--- config.mk ---
export PLATFORM = sky130hd
export DESIGN_NAME = lsu_ost_buf
export DESIGN_NICKNAME = d
export VERILOG_FILES = /design/src/rtl/lsu_ost_buf.sv
export SDC_FILE = /design/constraint.sdc
export NUM_CORES = 1
export LEC_CHECK = 0
export CAP_MARGIN = 20
export CORE_MARGIN = 10
export CORE_UTILIZATION = 40
export DETAILED_ROUTE_END_ITERATION = 8
export GPL_TIMING_DRIVEN = 0
export PLACE_DENSITY = 0.67
export SYNTH_ARGS = -nofsm -noshare
export SYNTH_HDL_FRONTEND = slang
export SYNTH_SLANG_ARGS = --single-unit
--- constraint.sdc ---
create_clock -name clk -period 7.77 [get_ports clk]
set_input_delay 1.554 -clock clk [delete_from_list [all_inputs] [get_ports clk]]
set_output_delay 1.554 -clock clk [all_outputs]
set_load 0.05 [all_outputs]
--- src/rtl/lsu_ost_buf.sv ---
// lsu_ost_buf: buffered load/store unit between the core LSU source and the
// memory-side generator.
//   - Requests are queued in a REQ_DEPTH FIFO and issued in order, with at
//     most MAX_OST accesses in flight.
//   - Each issued access records {offset, size} in a tag FIFO so that read
//     data can be realigned and zero-extended as responses return.
// Ports:
//   clk, rst_n                        clock, async active-low reset
//   src_req_* (vld/rdy/addr/wr/size/wdata)  core request in
//   src_rsp_* (vld/rdy/rdata/err)           core response out
//   gen_req_* (vld/rdy/addr/wr/wstrb/wdata) memory request out
//   gen_rsp_* (vld/rdy/rdata/err)           memory response in
//   ost_cnt                            accesses issued without a response
//   idle                               nothing queued or in flight
// Optional feature macro: LSU_MISALIGN_CHK_EN. When defined, a misaligned or
// illegal-size head is never issued; it waits for older accesses to drain
// and is then answered locally with an error response.
module lsu_ost_buf #(
  parameter int unsigned AW        = 32,
  parameter int unsigned DW        = 32,
  parameter int unsigned REQ_DEPTH = 2,
  parameter int unsigned MAX_OST   = 4
) (
  input  logic                         clk,
  input  logic                         rst_n,
  input  logic                         src_req_vld,
  output logic                         src_req_rdy,
  input  logic [AW-1:0]                src_req_addr,
  input  logic                         src_req_wr,
  input  logic [1:0]                   src_req_size,
  input  logic [DW-1:0]                src_req_wdata,
  output logic                         src_rsp_vld,
  input  logic                         src_rsp_rdy,
  output logic [DW-1:0]                src_rsp_rdata,
  output logic                         src_rsp_err,
  output logic                         gen_req_vld,
  input  logic                         gen_req_rdy,
  output logic [AW-1:0]                gen_req_addr,
  output logic                         gen_req_wr,
  output logic [DW/8-1:0]              gen_req_wstrb,
  output logic [DW-1:0]                gen_req_wdata,
  input  logic                         gen_rsp_vld,
  output logic                         gen_rsp_rdy,
  input  logic [DW-1:0]                gen_rsp_rdata,
  input  logic                         gen_rsp_err,
  output logic [$clog2(MAX_OST+1)-1:0] ost_cnt,
  output logic                         idle
);

  localparam int unsigned NB  = DW / 8;
  localparam int unsigned SZW = $clog2(NB);
  localparam int unsigned OW  = $clog2(MAX_OST + 1);
  localparam int unsigned RCW = $clog2(REQ_DEPTH + 1);
  localparam int unsigned RPW = (REQ_DEPTH > 1) ? $clog2(REQ_DEPTH) : 1;
  localparam int unsigned TPW = (MAX_OST > 1) ? $clog2(MAX_OST) : 1;

  localparam logic [1:0] RUN   = 2'd0;
`ifdef LSU_MISALIGN_CHK_EN
  localparam logic [1:0] DRAIN = 2'd1;
  localparam logic [1:0] ERR   = 2'd2;
`endif

  // request FIFO storage and pointers
  logic [AW-1:0]  r_addr  [REQ_DEPTH];
  logic           r_wr    [REQ_DEPTH];
  logic [1:0]     r_size  [REQ_DEPTH];
  logic [DW-1:0]  r_wdata [REQ_DEPTH];
  logic [RPW-1:0] r_wp, r_rp;
  logic [RCW-1:0] r_cnt;

  // tag FIFO: occupancy always equals r_ost
  logic [SZW-1:0] r_tag_off  [MAX_OST];
  logic [1:0]     r_tag_size [MAX_OST];
  logic [TPW-1:0] r_twp, r_trp;
  logic [OW-1:0]  r_ost;

  logic [1:0]     r_state, w_state_nxt;

  logic           w_empty, w_full, w_push, w_pop, w_issue, w_rsp_fire;
  logic           w_err, w_err_pop, w_head_bad, w_size_ill, w_can_issue;
  logic           w_gen_rsp_ok;
  logic [AW-1:0]  w_haddr;
  logic [1:0]     w_hsize;
  logic [SZW-1:0] w_off, w_toff;
  logic [1:0]     w_tsize;
  logic [NB-1:0]  w_strb;
  logic [DW-1:0]  w_mask;
  int             w_nbytes;

  function automatic logic [RPW-1:0] rp_inc(input logic [RPW-1:0] p);
    return (p == RPW'(REQ_DEPTH - 1)) ? '0 : RPW'(p + RPW'(1));
  endfunction

  function automatic logic [TPW-1:0] tp_inc(input logic [TPW-1:0] p);
    return (p == TPW'(MAX_OST - 1)) ? '0 : TPW'(p + TPW'(1));
  endfunction

  // head decode, strobe and alignment checks
  always_comb begin
    w_empty    = (r_cnt == '0);
    w_full     = (r_cnt == RCW'(REQ_DEPTH));
    w_haddr    = r_addr[r_rp];
    w_hsize    = r_size[r_rp];
    w_off      = w_haddr[SZW-1:0];
    w_size_ill = int'(w_hsize) > int'(SZW);
    w_nbytes   = 1 << w_hsize;
    for (int i = 0; i < int'(NB); i++) begin
      w_strb[i] = w_size_ill ||
                  ((i >= int'(w_off)) && (i < int'(w_off) + w_nbytes));
    end
`ifdef LSU_MISALIGN_CHK_EN
    w_head_bad = !w_empty &&
                 (w_size_ill || ((w_haddr & AW'(w_nbytes - 1)) != '0));
    w_err      = (r_state == ERR);
`else
    w_head_bad = 1'b0;
    w_err      = 1'b0;
`endif
  end

  // next-state logic; without the check the FSM never leaves RUN
  always_comb begin
    w_state_nxt = r_state;
`ifdef LSU_MISALIGN_CHK_EN
    case (r_state)
      RUN:     if (w_head_bad) w_state_nxt = (r_ost == '0) ? ERR : DRAIN;
      DRAIN:   if (r_ost == '0) w_state_nxt = ERR;
      ERR:     if (src_rsp_rdy) w_state_nxt = RUN;
      default: w_state_nxt = RUN;
    endcase
`else
    w_state_nxt = RUN;
`endif
  end

  // handshakes and outputs
  always_comb begin
    w_can_issue  = !w_empty && (r_ost < OW'(MAX_OST)) && (r_state == RUN) && !w_head_bad;
    w_gen_rsp_ok = (r_ost != '0) && !w_err;
    w_toff       = r_tag_off[r_trp];
    w_tsize      = r_tag_size[r_trp];
    for (int j = 0; j < int'(DW); j++) begin
      w_mask[j] = (j < (8 << w_tsize));
    end

    src_req_rdy   = !w_full;
    gen_req_vld   = w_can_issue;
    gen_req_addr  = w_can_issue ? w_haddr : '0;
    gen_req_wr    = w_can_issue && r_wr[r_rp];
    gen_req_wstrb = w_can_issue ? w_strb : '0;
    gen_req_wdata = w_can_issue ? (r_wdata[r_rp] << {w_off, 3'b000}) : '0;

    gen_rsp_rdy   = src_rsp_rdy && w_gen_rsp_ok;
    src_rsp_vld   = w_err || (gen_rsp_vld && w_gen_rsp_ok);
    src_rsp_err   = w_err || (gen_rsp_vld && w_gen_rsp_ok && gen_rsp_err);
    src_rsp_rdata = (gen_rsp_vld && w_gen_rsp_ok) ?
                    ((gen_rsp_rdata >> {w_toff, 3'b000}) & w_mask) : '0;

    w_push     = src_req_vld && !w_full;
    w_issue    = w_can_issue && gen_req_rdy;
    w_err_pop  = w_err && src_rsp_rdy;
    w_pop      = w_issue || w_err_pop;
    w_rsp_fire = gen_rsp_vld && gen_rsp_rdy;

    ost_cnt = r_ost;
    idle    = w_empty && (r_ost == '0) && (r_state == RUN);
  end

  // state, FIFOs and in-flight counter
  always_ff @(posedge clk or negedge rst_n) begin
    if (!rst_n) begin
      r_state <= RUN;
      r_wp    <= '0;
      r_rp    <= '0;
      r_cnt   <= '0;
      r_twp   <= '0;
      r_trp   <= '0;
      r_ost   <= '0;
      for (int k = 0; k < int'(REQ_DEPTH); k++) begin
        r_addr[k]  <= '0;
        r_wr[k]    <= 1'b0;
        r_size[k]  <= '0;
        r_wdata[k] <= '0;
      end
      for (int k = 0; k < int'(MAX_OST); k++) begin
        r_tag_off[k]  <= '0;
        r_tag_size[k] <= '0;
      end
    end else begin
      r_state <= w_state_nxt;
      if (w_push) begin
        r_addr[r_wp]  <= src_req_addr;
        r_wr[r_wp]    <= src_req_wr;
        r_size[r_wp]  <= src_req_size;
        r_wdata[r_wp] <= src_req_wdata;
        r_wp          <= rp_inc(r_wp);
      end
      if (w_pop) r_rp <= rp_inc(r_rp);
      case ({w_push, w_pop})
        2'b10:   r_cnt <= r_cnt + RCW'(1);
        2'b01:   r_cnt <= r_cnt - RCW'(1);
        default: ;
      endcase
      if (w_issue) begin
        r_tag_off[r_twp]  <= w_off;
        r_tag_size[r_twp] <= w_hsize;
        r_twp             <= tp_inc(r_twp);
      end
      if (w_rsp_fire) r_trp <= tp_inc(r_trp);
      case ({w_issue, w_rsp_fire})
        2'b10:   r_ost <= r_ost + OW'(1);
        2'b01:   r_ost <= r_ost - OW'(1);
        default: ;
      endcase
    end
  end

endmodule
==> results.txt, run 1 <==
The count of mapped cells out of synthesis came out at 741. The type of the tightest min-delay check was flop to flop. The category of the critical setup timing path is flop to output port.

Root buffer cell: clkbuf_16. In the layout the commonest cells are 214 x clkdlybuf4s50_1, 161 x dfrtp_1, 110 x mux2i_1. The via count of the first global-routing pass was 6,996; the number of hold violations in the final report was 0.

In the final routed layout, each cell accounts on average for 19.8 um. The primary flip-flop cell chosen by synthesis mapping was dfrtp_1. The synthesized design contains 0 enable-type register cells.

The initial utilization of the core area, before any placement, comes to 40.8%. The detailed placement HPWL came out at 18,800 um. With fillers left out, the area of the finished cells amounts to 11,700 sq um. 216 I/O pins were placed. Via count of the routed design: 6,597.

In this run the tightest slew margin relative to its limit is 36.3%. The measured slew at the worst slew-check pin was 0.953 ns. TritonCTS built the clock tree.

The core region is 21,100 sq um. The tools report the count of antenna-violating nets left after detailed routing as 0. The run gives 0.42 ns as the source-to-sink clock delay at the later pin of the worst-skew pair. The required arrival time at the worst endpoint is 6.22 ns, and the shortest clock period the worst path allows after layout is 5.33 ns.

Max-cap violations in this run came to 0. The arrival time reported for the critical path endpoint is 3.78 ns, and the maximum clock frequency is 188 MHz. Final number of setup-violating endpoints: 0. The share of the core filled with cells in the final layout was 55.6%; the fraction of layout cells with a size suffix above 1 was 17.7%.

In the final timing run, aggregate negative setup slack is 0 ns. The footprint of the multi-input gates is 4280 sq um, and the synthesized net count is 857. The category of the worst setup path capture point was an output port. Yosys printed 0 warnings. The run finished with clean final reports. The detail-routed via count per cell is 5.22, and the number of flip-flops and latches in the synthesized netlist is 161.

The repair_antennas step left the layout with diodes totalling 0. The longest clock path from root to sink contains 2 buffers. STA classifies the critical path startpoint as a flop. Entering global routing, the biggest net connects 94 pins. The logs give 0 for the number of instances resized during post-cts repair and 161 for the number of clock sinks. Global routing used 17.7% of the available tracks. Leading cell type in the layout, fill and taps excluded: clkdlybuf4s50_1. In this run the horizontal extent of the chip is 167 um.

For the sequential standard cell area, the log shows 4030 sq um. Summing all placed instances gives a cell area of 11,100 sq um. The number of H-tree levels was 4; the total of fill cells in the finished design was 1,895. The die outline height works out to 167 um. The synthesized area divided by synthesized cell count came out at 11.6 sq um. Sequential elements use 46.8% of the synthesized area. In the final design database the tool counted 1,092 nets.

After detailed routing, the number of remaining DRC violations is 0. Setup repair after global routing left no endpoint under its margin. The first routing iteration left 316 violations.

For this run the aggregate overflow at the end of global routing stands at 0. At the end of routability-driven placement, the weighted congestion stood at 0.856. The die footprint was 27,800 sq um; the largest fanout on the critical path was 10. Hold repair after CTS inserted 0 buffers.

After synthesis the cells add up to 8610 sq um. The number of setup buffers added after CTS is 0. The number of pins exceeding their max-slew limit in the final report is 0. The logs give 44 for the distinct cell type count after synthesis and 25,000 um for the wire length reported by the detailed router. The initial antenna violation count was 1. Clock-pin slew was measured on the worst setup and hold paths at 0.06 ns. Input and output buffers added on the ports amount to 215. The floorplan row count was 53; the final worst-path cycle share was 68.6%. The pre-antenna-repair detailed-routing pass consisted of 4 iterations. Of all flip-flops after synthesis, the portion carrying an async set or reset was 100%. The first global-routing pass estimated 39,800 um of wire. The total CTS buffers was 17; the layout overhead on the synthesized area was 36.1%. On the final layout, the worst clock skew is 0.00807 ns.
sequential cells by signal, summed over array words and instances (netlist names):
signal	flops
r_trp	2
r_cnt	2
r_tag_off	8
r_tag_size	8
r_twp	2
ost_cnt	3
r_size	4
r_rp	1
r_wdata	64
r_addr	64
r_wp	1
r_wr	2
through the flow:
step	setup WS, ns	cells	hold slack, ns
2_1_floorplan	3.19	741	0.457
3_3_place_gp	-1.59	1231	0.467
3_5_place_dp	2.47	1232	0.474
4_1_cts	2.43	1264	0.489
5_1_grt	2.22	1264	0.495
6_report	2.44	1264	0.486
area by class of cell:
class,count,share of cell area [%]
inverter,11,0.352
tap,275,2.94
buffer,49,2.20
clock inverter,14,1.21
clock buffer,18,3.75
timing repair buffer,216,18.6
multi-input combinational,520,36.5
sequential,161,34.4
cell families after synthesis:
group           count (synthesis)  share of synthesized area, %
xor+xnor                        9                         0.915
compound gates                 73                          5.13
buf+inv                        60                          3.47
flops                         161                          46.8
mux                           263                          33.6
fa+ha+maj                      10                          1.54
simple gates                  165                          8.53
critical path: stages (launching register included):
cell,delay [ns]
dfrtp_1,0.32
buf_2,0.17
buf_4,0.26
mux2i_4,0.45
buf_2,0.37
xnor2_1,0.17
ha_1,0.16
inv_1,0.06
a2111o_1,0.34
a211oi_1,0.25
o21ai_1,0.10
clkdlybuf4s50_1,0.73
layer usage:
| metal | global-route usage, % | share of wire [%] |
|---|---|---|
| met5 | 0 | 0.040 |
| met4 | 4.96 | 1.6 |
| met2 | 28.6 | 47 |
| met1 | 22.4 | 45 |
| met3 | 5.46 | 5.8 |
cell usage after synthesis (2+ instances only):
library cell	n	share of area, %
xnor2_1	6	0.61
nor2b_1	7	0.51
or3_1	2	0.15
buf_2	26	1.5
nor2_1	86	3.7
a21oi_1	33	1.9
o211ai_1	3	0.26
buf_4	5	0.44
nand3_1	14	0.81
mux2i_4	2	0.52
nand2_1	33	1.4
and3_1	5	0.36
buf_1	2	0.087
a2bb2oi_1	8	0.81
o21ai_0	4	0.23
buf_6	3	0.39
o21ai_1	4	0.23
mux2i_1	110	13
o22ai_1	15	1.1
dfrtp_1	161	47
nand2b_1	2	0.15
clkbuf_1	13	0.57
and2_1	10	0.73
inv_1	9	0.39
xor2_1	3	0.31
nor3_1	2	0.12
mux2_2	96	13
ha_1	9	1.3
mux2_1	50	6.5
mux4_2	4	1.0
worst paths after layout:
kind                             from               end  slack, ns  cells after the start
setup / recovery                 r_rp  gen_req_wstrb[0]       2.44                     11
hold / removal             r_addr[61]        r_addr[61]       0.49                      1
setup reg to reg             r_cnt[0]        ost_cnt[2]       4.96                     10
hold reg to reg            r_addr[61]        r_addr[61]       0.49                      1
max in group asynchronous       rst_n        r_addr[29]       5.85                      2
min in group asynchronous       rst_n        r_addr[63]       1.07                      1
Power of run 1 is not shown: default switching activity piles up to over one toggle a cycle in this logic, so the estimate is an artifact.
==> inputs of run 2 (changes only) <==
==> constraint.sdc (replaced) <==
create_clock -name clk -period 5.59 [get_ports clk]
set_input_delay 1.118 -clock clk [delete_from_list [all_inputs] [get_ports clk]]
set_output_delay 1.118 -clock clk [all_outputs]
set_load 0.05 [all_outputs]
==> results of run 2 <==
Same layout as run 1 (identical final DEF). Status: finished, final reports clean.
Main changes from that run: setup slack after placement 2.47 ns -> 1.14 ns; setup slack after layout 2.44 ns -> 0.693 ns; register-to-register setup slack 4.96 ns -> 2.78 ns
Power of run 2 is left out for the same reason.
